**src/rtl/chan_sel_pkg.sv**
```systemverilog
// ============================================================================
// Module      : chan_sel_pkg
// Description : Shared mode encodings and select-width helper for chan_sel_reg.
// Revision    : 1.0 - initial release
// ============================================================================
`default_nettype none

package chan_sel_pkg;

    localparam logic MODE_FIXED = 1'b0;
    localparam logic MODE_RR    = 1'b1;

    // A single-channel build still needs a 1-bit select, so clamp at 1.
    function automatic int calc_sel_w(input int channels);
        return (channels > 2) ? $clog2(channels) : 1;
    endfunction

endpackage

`default_nettype wire

```
**src/rtl/rr_pick.sv**
```systemverilog
// ============================================================================
// Module      : rr_pick
// Description : Combinational round-robin finder: first valid index at or after ptr, with wrap.
// Revision    : 1.0 - initial release
// ============================================================================
`default_nettype none

module rr_pick
    import chan_sel_pkg::*;
#(
    parameter  int CHANNELS = 4,
    localparam int SEL_W    = calc_sel_w(CHANNELS)
) (
    input  logic [CHANNELS-1:0] valid,
    input  logic [SEL_W-1:0]    ptr,
    output logic                found,
    output logic [SEL_W-1:0]    idx
);

    logic [SEL_W-1:0] w_pos;

    // Scan from the farthest offset down so the nearest valid channel wins.
    always_comb begin
        found = 1'b0;
        idx   = '0;
        w_pos = '0;
        for (int k = CHANNELS - 1; k >= 0; k--) begin
            w_pos = SEL_W'((int'(ptr) + k) % CHANNELS);
            if (valid[w_pos]) begin
                found = 1'b1;
                idx   = w_pos;
            end
        end
    end

endmodule

`default_nettype wire

```
**src/rtl/chan_sel_reg.sv**
```systemverilog
// ============================================================================
// Module      : chan_sel_reg
// Description : Registered N-channel selector (fixed or round-robin) with valid/ready and transfer counter.
// Revision    : 1.0 - initial release
// ============================================================================
`default_nettype none

module chan_sel_reg
    import chan_sel_pkg::*;
#(
    parameter  int WIDTH    = 8,
    parameter  int CHANNELS = 4,
    parameter  int CNT_W    = 16,
    localparam int SEL_W    = calc_sel_w(CHANNELS)
) (
    input  logic                      clk,
    input  logic                      rst_n,
    input  logic                      mode,
    input  logic [SEL_W-1:0]          sel,
    input  logic [CHANNELS*WIDTH-1:0] in_data,
    input  logic [CHANNELS-1:0]       in_valid,
    output logic [CHANNELS-1:0]       in_ready,
    output logic [WIDTH-1:0]          out_data,
    output logic [SEL_W-1:0]          out_chan,
    output logic                      out_valid,
    input  logic                      out_ready,
    output logic [CNT_W-1:0]          xfer_cnt
);

    localparam int               PAD_CH      = 2 ** SEL_W;
    localparam logic [SEL_W-1:0] C_LAST_CHAN = SEL_W'(CHANNELS - 1);

    logic [WIDTH-1:0]    r_out_data;
    logic [SEL_W-1:0]    r_out_chan;
    logic                r_out_valid;
    logic [SEL_W-1:0]    r_ptr;
    logic [CNT_W-1:0]    r_xfer_cnt;

    logic                w_load;
    logic [PAD_CH-1:0]   w_valid_pad;
    logic                w_rr_found;
    logic [SEL_W-1:0]    w_rr_idx;
    logic                w_grant;
    logic [SEL_W-1:0]    w_gidx;
    logic [SEL_W-1:0]    w_ptr_next;
    logic [WIDTH-1:0]    w_words [CHANNELS];

    genvar gi;
    generate
        for (gi = 0; gi < CHANNELS; gi++) begin : g_words
            assign w_words[gi] = in_data[gi*WIDTH +: WIDTH];
        end
    endgenerate

    rr_pick #(
        .CHANNELS (CHANNELS)
    ) u_rr_pick (
        .valid (in_valid),
        .ptr   (r_ptr),
        .found (w_rr_found),
        .idx   (w_rr_idx)
    );

    assign w_load = !r_out_valid || out_ready;

    // Select indices beyond CHANNELS land on zero-padded flags and never grant.
    assign w_valid_pad = PAD_CH'(in_valid);

    always_comb begin
        w_grant = 1'b0;
        w_gidx  = '0;
        if (mode == MODE_RR) begin
            w_gidx  = w_rr_idx;
            w_grant = rst_n && w_load && w_rr_found;
        end else begin
            w_gidx  = sel;
            w_grant = rst_n && w_load && w_valid_pad[sel];
        end
    end

    assign in_ready   = w_grant ? (CHANNELS'(1) << w_gidx) : '0;
    assign w_ptr_next = (w_gidx == C_LAST_CHAN) ? '0 : w_gidx + 1'b1;

    always_ff @(posedge clk) begin
        if (!rst_n) begin
            r_out_data  <= '0;
            r_out_chan  <= '0;
            r_out_valid <= 1'b0;
            r_ptr       <= '0;
            r_xfer_cnt  <= '0;
        end else begin
            if (w_grant) begin
                r_out_data  <= w_words[w_gidx];
                r_out_chan  <= w_gidx;
                r_out_valid <= 1'b1;
            end else if (out_ready) begin
                r_out_valid <= 1'b0;
            end
            if (w_grant && (mode == MODE_RR)) begin
                r_ptr <= w_ptr_next;
            end
            if (r_out_valid && out_ready) begin
                r_xfer_cnt <= r_xfer_cnt + 1'b1;
            end
        end
    end

    assign out_data  = r_out_data;
    assign out_chan  = r_out_chan;
    assign out_valid = r_out_valid;
    assign xfer_cnt  = r_xfer_cnt;

endmodule

`default_nettype wire
```
**config.mk**
```make
export PLATFORM = sky130hd
export DESIGN_NAME = chan_sel_reg
export DESIGN_NICKNAME = d
export VERILOG_FILES = /design/src/rtl/chan_sel_pkg.sv /design/src/rtl/rr_pick.sv /design/src/rtl/chan_sel_reg.sv
export SDC_FILE = /design/constraint.sdc
export NUM_CORES = 1
export LEC_CHECK = 0
export BUFFER_PORTS_ARGS = -buffer_cell sky130_fd_sc_hd__buf_2
export CAP_MARGIN = 20
export CORE_MARGIN = 3
export CORE_UTILIZATION = 43
export DETAILED_ROUTE_END_ITERATION = 6
export PLACE_DENSITY = 0.84
export SLEW_MARGIN = 10
export SYNTH_ARGS = -nofsm -noshare
export SYNTH_HDL_FRONTEND = slang
export SYNTH_SLANG_ARGS = --single-unit
```
**constraint.sdc**
```tcl
create_clock -name clk -period 1.9 [get_ports clk]
set_input_delay 0.38 -clock clk [delete_from_list [all_inputs] [get_ports clk]]
set_output_delay 0.38 -clock clk [all_outputs]
set_load 0.02 [all_outputs]
```
==> out/metrics.yaml, run 1 <==
report.final.slew_viol_count: 0
worstPathMaxFanout: 3
hold_path_class: "in -> reg"
fin_util_pct: 72.6
setup_viol: 10
dpl.hpwl_microns: 3860
numCtsBuffers: 5
synthAdderAreaFrac_pct: 0.709
syn_to_final_growth_pct: 56.2
clk_pin_slew_ns: 0.06
fmax_mhz: 457
ant_nets: 0
synthArstFlopShare_pct: 0
grt_pass1_vias: 2061
drc: 0
grtUsageTotal_pct: 24.2
gp_congestion: 0.871
ys_types: 46
place_area_sq_mm: 0.00246
drive_gt1_share_pct: 45.2
fin_area_sq_mm: 0.00276
power_switching_uw: 528
switching_share_pct: 28.5
portBuffers: 72
drv_cap: 0
seqPwrFrac_pct: 35.2
routed-via-count: 2147
syn-mean-instance-area_sq_um: 7.95
power.density_mw_per_mm2: 672
initial_core_util_pct: 46.4
finalHoldViolCount: 0
critPathCaptureType: "primary output"
ys_warn_count: 0
cts_tree: "yes"
fillers: 274
critPathArrivalTime_ns: 1.81
synth_xor_area_share_pct: 6.45
synth_simple_gate_area_share_pct: 29.0
final_common_cell: "buf_2"
wl_microns: 5840
num_rows: 22
synth_cells: 222
multi_input_area_sq_mm: 0.00118
dieArea_sq_mm: 0.00491
cts_buffer_depth: 2
ys_ff_latch: 29
synth_fp_nets: 265
synth_top_family_by_area: "simple AND/OR/NAND/NOR gates"
p_leak_uw: 0.00122
synth-compound-area-share_pct: 21.5
top_level_ports: 73
chipHeight_microns: 70.1
synth_area_sq_mm: 0.00176
synth-edff-count: 0
seq_area_sq_um: 584
htree_levels: 2
pwr-share-clk_pct: 36.3
cts.sinks: 29
drt_pass1_iterations: 6
finClkSkew_ns: 0.00497
root_buffer: "clkbuf_8"
holdWs_ns: 0.461
violations: "negative setup slack"
fin_crit_sh_pct: 115
core_sq_mm: 0.00380
worst_pin_slew_ns: 0.483
antenna_cells: 0
cts_hold_buf: 0
setup_slack_ns: -0.289
drt-wirelength-per-cell_microns: 15.4
rsz0062_at_grt: "true"
min_period_ns: 2.19
p_comb_share_pct: 28.5
drt_iter0_markers: 128
outcome: "complete, but fails checks"
antenna_found_initial: 0
start_kind: "input port"
synthMuxAreaShare_pct: 3.90
clock_latency_ns: 0.28
critPathRequiredTime_ns: 1.52
grt_pass1_wl_microns: 9640
grt_max_degree: 29
power_uw: 1850
power.internal_uw: 1320
via_per_inst: 5.65
relSlewSlack_pct: 67.7
yosysSeqAreaShare_pct: 32.9
die_w_microns: 70.1
fin_nets: 374
crit_type: "in -> out"
synth-main-ff-cell: "dfxtp_1"
overflow: 0
mostFrequentLayoutCells: "buf_2 (66), buf_4 (40), dfxtp_1 (28)"
ir_drop_mv: 0.471
area by class of cell:
| cell class | count | area share, % |
|---|---|---|
| tap | 48 | 2.18 |
| sequential | 29 | 21.2 |
| inverter | 7 | 0.953 |
| clock inverter | 1 | 1.09 |
| multi-input combinational | 172 | 42.9 |
| timing repair buffer | 116 | 28.6 |
| clock buffer | 7 | 3.13 |
power by group through the flow:
| stage | sequential [uW] | clock, uW | combinational [uW] |
|---|---|---|---|
| floorplan | 690 | 0 | 224 |
| global placement | 664 | 0 | 431 |
| detailed placement | 664 | 0 | 441 |
| CTS | 652 | 676 | 503 |
| global route | 655 | 695 | 567 |
| finish | 652 | 672 | 528 |
stage by stage:
step | std cells | setup WS, ns | setup TNS [ns]
finish | 380 | -0.289 | -1.10
global route | 380 | -0.320 | -1.80
CTS | 380 | -0.270 | -0.932
detailed placement | 366 | -0.319 | -3.68
global placement | 366 | -0.306 | -3.20
floorplan | 222 | -0.218 | -0.753
Yosys cell counts, types with 4 or more instances:
cell,count,area [sq um]
a211o_1,8,70.1
a21oi_1,16,80.1
a31oi_1,8,50.1
buf_2,5,25.0
clkbuf_1,5,18.8
dfxtp_1,29,581
inv_1,6,22.5
nand2_1,14,52.6
nand2b_1,5,31.3
nand3_1,12,60.1
nand4_1,4,25.0
nor2_1,22,82.6
nor3_1,12,60.1
o21ai_0,11,55.1
or3_1,4,25.0
or4_1,9,67.6
xnor2_1,8,70.1
xor2_1,5,43.8
flip-flops by register name, indices dropped and copies added (netlist names):
signal     flops
out_chan       2
out_valid      1
xfer_cnt      16
out_data       8
r_ptr          2
per-layer routing:
metal  vias up  track usage [%]  share of wire, %
met5         -                0                 0
met4         0             6.81               2.4
met3        15             7.05               6.8
met2        99             44.6                51
met1      1007             26.8                40
li1       1026                -                 -
critical path, cell delays in order:
cell    delay [ns]
buf_6         0.09
mux4_2        0.32
nor2_1        0.04
or3_4         0.34
or3_4         0.38
nor2_4        0.13
buf_6         0.12
cells by family after synthesis:
| group | after synthesis |
|---|---|
| simple gates | 97 |
| compound gates | 56 |
| flops | 29 |
| buf+inv | 21 |
| xor+xnor | 13 |
| mux | 5 |
| fa+ha+maj | 1 |
final timing paths:
check                           startpoint                       end  slack, ns  depth (start not counted)
setup / recovery                    sel[0]               in_ready[2]      -0.29                          7
hold / removal                   out_ready    out_valid$_SDFFE_PN0P_       0.46                          3
setup reg to reg     r_ptr[1]$_SDFFE_PN0P_  out_data[1]$_SDFFE_PN0P_          0                          5
hold reg to reg   out_chan[1]$_SDFFE_PN0P_  out_chan[1]$_SDFFE_PN0P_       0.46                          2
what timing repair did:
item / in CTS / in global routing
gates cloned: 1 / 0
setup endpoints to repair: 12 / 14
buffers inserted: 5 / 0
resized for setup: 22 / 9
pin swaps: 1 / 2
Note: power is estimated with default switching activity, not from simulation.
==> run 2: changes to the inputs <==
--- a/config.mk
+++ b/config.mk
@@ -5,13 +5,13 @@
 export SDC_FILE = /design/constraint.sdc
 export NUM_CORES = 1
 export LEC_CHECK = 0
+export ABC_AREA = 1
 export BUFFER_PORTS_ARGS = -buffer_cell sky130_fd_sc_hd__buf_2
 export CAP_MARGIN = 20
 export CORE_MARGIN = 3
-export CORE_UTILIZATION = 43
+export CORE_UTILIZATION = 44
 export DETAILED_ROUTE_END_ITERATION = 6
 export PLACE_DENSITY = 0.84
-export SLEW_MARGIN = 10
 export SYNTH_ARGS = -nofsm -noshare
 export SYNTH_HDL_FRONTEND = slang
 export SYNTH_SLANG_ARGS = --single-unit
==> out/metrics.yaml, run 2 <==
antenna_cells: 0
wl_microns: 5600
fin_nets: 450
worstPathMaxFanout: 5
initial_core_util_pct: 46.8
synth-main-ff-cell: "dfxtp_1"
report.final.slew_viol_count: 0
dieArea_sq_mm: 0.00521
antenna_found_initial: 0
yosysMostFrequentCell: "inv_1"
drt-wirelength-per-cell_microns: 12.2
root_buffer: "clkbuf_8"
min_period_ns: 2.21
top_level_ports: 73
grt_max_degree: 18
core_sq_mm: 0.00412
synth_fp_nets: 361
rsz0062_at_grt: "true"
synth_area_leaders: "dfxtp_1 (30%), nand3_1 (14%), inv_1 (12%)"
grt_pass1_vias: 2081
chipHeight_microns: 72.2
finClkSkew_ns: 0.00626
worst_pin_slew_ns: 0.312
ir_drop_mv: 0.571
critPathArrivalTime_ns: 1.83
numCtsBuffers: 5
ys_ff_latch: 29
relSlewSlack_pct: 79.0
setup_slack_ns: -0.310
rrSetupSlack_ns: 0
fin_crit_sh_pct: 116
ant_nets: 0
yosys-top-cells-count: "inv_1 (64), nand2_1 (57), nand3_1 (55)"
routed-via-count: 2280
drc: 0
violations: "negative setup slack"
synth-edff-count: 0
ys_types: 30
crit_type: "reg -> out"
startpoint: "r_ptr[0]$_SDFFE_PN0P_"
hold_path_class: "in -> reg"
num_rows: 23
synth_area_sq_mm: 0.00193
overflow: 0
finalHoldViolCount: 0
ys_warn_count: 0
power.density_mw_per_mm2: 673
syn-mean-instance-area_sq_um: 6.06
cts_buffer_depth: 2
synth.top_cell.area_share_pct: 30.1
synthArstFlopShare_pct: 0
cts.sinks: 29
gp_congestion: 0.896
drive_gt1_share_pct: 40.0
drt_iter0_markers: 127
die_w_microns: 72.2
syn_to_final_growth_pct: 42.9
dpl.hpwl_microns: 3870
r2r_end: "out_data[0]$_SDFFE_PN0P_"
critPathCaptureType: "primary output"
mostFrequentLayoutCells: "buf_2 (68), inv_1 (61), nand2_1 (48)"
p_leak_uw: 0.00152
start_kind: "flip-flop"
cts_tree: "yes"
clk_pin_slew_ns: 0.06
portBuffers: 72
fmax_mhz: 453
critPathRequiredTime_ns: 1.52
htree_levels: 2
fillers: 353
grt_pass1_wl_microns: 8660
worstReg2RegStart: "r_ptr[0]$_SDFFE_PN0P_"
clock_latency_ns: 0.27
setup_viol: 4
yosys.area.top_type: "dfxtp_1"
yosysSeqAreaShare_pct: 30.1
drv_cap: 0
finalSetupTns_ns: -1.16
outcome: "complete, but fails checks"
grtUsageTotal_pct: 20.2
synth_cells: 318
dpl_worst_slack_ns: -0.145
drt_pass1_iterations: 4
final_common_cell: "buf_2"
largest_reg_flops: 16
via_per_inst: 4.98
r2r_cells: 16
critical_path.endpoint: "in_ready[1]"
==> run 2: layout make-up <==
| class | instances | area [sq um] | share of cell area (%) |
|---|---|---|---|
| Sequential cell | 29 | 592 | 21.5 |
| Clock inverter | 1 | 5.00 | 0.182 |
| Multi-Input combinational cell | 210 | 1190 | 43.2 |
| Timing Repair Buffer | 92 | 543 | 19.7 |
| Inverter | 69 | 264 | 9.59 |
| Tap cell | 50 | 62.6 | 2.27 |
| Clock buffer | 7 | 96.3 | 3.50 |
==> run 2: cells by family (layout without fill, tap and decap cells) <==
logic type | after synthesis | in the layout | share of synthesized area [%]
flip-flops | 29 | 29 | 30.1
AO/OA/AOI/OAI | 34 | 34 | 9.36
XOR/XNOR | 1 | 1 | 0.455
buffers and inverters | 79 | 169 | 17.1
AND/OR/NAND/NOR | 174 | 174 | 42.3
adder cells (fa/ha/maj) | 1 | 1 | 0.650
==> run 2: how the worst min path moves through the flow <==
| stage | startpoint | endpoint | slack (ns) | cells after the start |
|---|---|---|---|---|
| 5_1_grt | out_ready | out_valid$_SDFFE_PN0P_ | 0.43 | 4 |
| 3_3_place_gp | out_chan[0]$_SDFFE_PN0P_ | out_chan[0]$_SDFFE_PN0P_ | 0.46 | 2 |
| 2_1_floorplan | rst_n | xfer_cnt[10]$_SDFFE_PN0P_ | 0.52 | 2 |
| 6_report | out_ready | out_valid$_SDFFE_PN0P_ | 0.40 | 4 |
| 4_1_cts | out_ready | out_valid$_SDFFE_PN0P_ | 0.39 | 4 |
| 3_5_place_dp | out_chan[0]$_SDFFE_PN0P_ | out_chan[0]$_SDFFE_PN0P_ | 0.46 | 2 |
==> run 2: report_power, final <==
group	total [uW]	switching, uW	internal [uW]
Clock	550	223	327
Sequential	664	23.0	641
Combinational	640	387	253
==> run 2: layer usage <==
metal | share of wire, % | global-route usage [%]
met5 | 0 | 0
met2 | 51 | 35.9
met1 | 42 | 24.3
met4 | 1.9 | 6.47
met3 | 5.1 | 3.88
==> run 2: timing repair <==
action                                  in CTS  in global routing
cloned                                       0                  0
hold buffers                                 0                  0
endpoints found under the setup margin       4                 15
hold endpoints to repair                     0                  0
resized for setup                           24                 36
pin swaps                                    2                  9
setup buffers                                2                  4
==> run 2: stage by stage <==
| step | hold WS [ns] | total power [uW] | std cells | instance area, sq um | util (%) |
|---|---|---|---|---|---|
| 6_report | 0.403 | 1850 | 458 | 2750 | 66.9 |
| 5_1_grt | 0.434 | 1960 | 458 | 2750 | 66.9 |
| 4_1_cts | 0.393 | 1800 | 455 | 2610 | 63.3 |
| 3_5_place_dp | 0.463 | 1210 | 445 | 2410 | 58.6 |
| 3_3_place_gp | 0.457 | 1190 | 445 | 2410 | 58.6 |
| 2_1_floorplan | 0.518 | 1050 | 318 | 1940 | - |
==> run 2: worst max-delay path, stage by stage, from the launching register on <==
cell	delay (ns)
dfxtp_4	0.37
buf_8	0.14
nand2_4	0.07
nand3_4	0.10
nand2_2	0.07
nor2_2	0.11
nand2_1	0.06
nand2_1	0.06
nand2_2	0.06
nand2_4	0.07
nand2_4	0.06
inv_4	0.07
nand2_4	0.07
nor2_4	0.12
buf_6	0.12
==> run 3: changes to the inputs <==
--- a/config.mk
+++ b/config.mk
@@ -11,6 +11,7 @@
 export CORE_MARGIN = 3
 export CORE_UTILIZATION = 44
 export DETAILED_ROUTE_END_ITERATION = 6
+export GPL_TIMING_DRIVEN = 0
 export PLACE_DENSITY = 0.84
 export SYNTH_ARGS = -nofsm -noshare
 export SYNTH_HDL_FRONTEND = slang
==> out/metrics.yaml, run 3 (synthesis gave the netlist of run 2 again) <==
drc: 0
min_path_cells: 3
dpl_worst_slack_ns: -0.456
syn_to_final_growth_pct: 44.6
relSlewSlack_pct: 69.5
mostFrequentLayoutCells: "buf_2 (69), inv_1 (61), nand3_1 (48)"
startpoint: "r_ptr[0]$_SDFFE_PN0P_"
dpl.hpwl_microns: 3850
rsz0062_at_grt: "true"
num_rows: 23
gp_congestion: 0.833
drt-wirelength-per-cell_microns: 13.2
routed-via-count: 2325
min_period_ns: 2.26
cts_tree: "yes"
hold_path_class: "in -> reg"
drt_pass1_iterations: 4
rrSetupSlack_ns: -0.13
grt_pass1_vias: 2221
outcome: "complete, but fails checks"
cts_hold_buf: 0
critical_path.endpoint: "in_ready[3]"
grt_use_met3_pct: 4.43
ant_nets: 0
power_uw: 1850
wl_microns: 6020
report.final.slew_viol_count: 0
numCtsBuffers: 5
worstReg2RegStart: "r_ptr[0]$_SDFFE_PN0P_"
fmax_mhz: 442
r2r_cells: 16
via_per_inst: 5.09
busiest_layer: "met2"
ir_drop_mv: 0.382
fin_crit_sh_pct: 119
drive_gt1_share_pct: 39.6
top_level_ports: 73
critPathRequiredTime_ns: 1.52
chipHeight_microns: 72.2
grt_pass1_wl_microns: 9370
overflow: 0
root_buffer: "clkbuf_8"
met2_usage_pct: 38.4
crit_type: "reg -> out"
final_common_cell: "buf_2"
initial_core_util_pct: 46.8
setup_viol: 12
finClkSkew_ns: 0.00583
setup_slack_ns: -0.364
clock_latency_ns: 0.28
finalHoldViolCount: 0
violations: "negative setup slack"
drt_iter0_markers: 157
p_leak_uw: 0.00147
critPathArrivalTime_ns: 1.88
critPathCaptureType: "primary output"
cts_buffer_depth: 2
core_sq_mm: 0.00412
finalSetupTns_ns: -1.90
r2r_end: "out_data[0]$_SDFFE_PN0P_"
worst_pin_slew_ns: 0.458
cts.sinks: 29
portBuffers: 72
clk_pin_slew_ns: 0.06
dieArea_sq_mm: 0.00521
die_w_microns: 72.2
largest_reg_flops: 16
htree_levels: 2
antenna_cells: 0
met1_usage_pct: 26.0
antenna_found_initial: 0
fin_nets: 450
grt_max_degree: 16
worstPathMaxFanout: 8
grtUsageTotal_pct: 22.5
drv_cap: 0
power.density_mw_per_mm2: 665
start_kind: "flip-flop"
-- run 3: changes by cell type in the layout (fill, tap and decap cells not counted), sizes merged --
| cell | change |
|---|---|
| clkbuf | +3 |
| buf | -3 |
| clkinv | -1 |
-- run 3: layout make-up --
type	count	area (sq um)
Fill cell	329	1330
Multi-Input combinational cell	210	1230
Sequential cell	29	589
Timing Repair Buffer	83	468
Inverter	69	269
Clock buffer	7	86.3
Buffer	9	73.8
Tap cell	50	62.6
-- run 3: worst min path at each step --
stage | startpoint | endpoint | slack [ns]
global route | rst_n | xfer_cnt[10]$_SDFFE_PN0P_ | 0.40
detailed placement | out_chan[0]$_SDFFE_PN0P_ | out_chan[0]$_SDFFE_PN0P_ | 0.46
finish | rst_n | xfer_cnt[9]$_SDFFE_PN0P_ | 0.39
global placement | out_chan[0]$_SDFFE_PN0P_ | out_chan[0]$_SDFFE_PN0P_ | 0.45
CTS | rst_n | xfer_cnt[9]$_SDFFE_PN0P_ | 0.38
floorplan | rst_n | xfer_cnt[10]$_SDFFE_PN0P_ | 0.52
-- run 3: per-layer routing --
layer / part of all wire [%] / wire length (microns)
met3: 6.7 / 405
met4: 5.3 / 318
met1: 40 / 2390
met5: 0 / 0
met2: 48 / 2910
-- run 3: worst max-delay path, cell delays in order, from the launching register on --
cell and delay, ns:
dfxtp_2 0.36, buf_12 0.16, nand2_8 0.07, nand3_4 0.09, nand2_2 0.08, nor2_2 0.15
nand2_2 0.07, nand2_2 0.06, nand2_2 0.06, nand2_4 0.09, nand2_8 0.08, inv_8 0.08
nand2_8 0.06, nor2_4 0.08, buf_6 0.12
-- run 3: metrics by stage --
step | utilization [%] | instance area [sq um] | hold slack [ns] | instances
finish | 67.6 | 2780 | 0.385 | 457
global route | 67.6 | 2780 | 0.402 | 457
CTS | 63.4 | 2610 | 0.384 | 452
detailed placement | 57.5 | 2370 | 0.457 | 440
global placement | 57.5 | 2370 | 0.452 | 440
floorplan | - | 1940 | 0.518 | 318
-- run 3: timing repair --
action,in CTS,in global routing
endpoints found under the setup margin,4,16
buffers inserted,6,5
resized for setup,34,41
pin swaps,8,15
-- run 3: where the power goes --
group	switching (uW)	internal (uW)	leakage, uW
combinational	414	264	0.00119
clock	220	286	0.0000443
sequential	26.0	642	0.000239
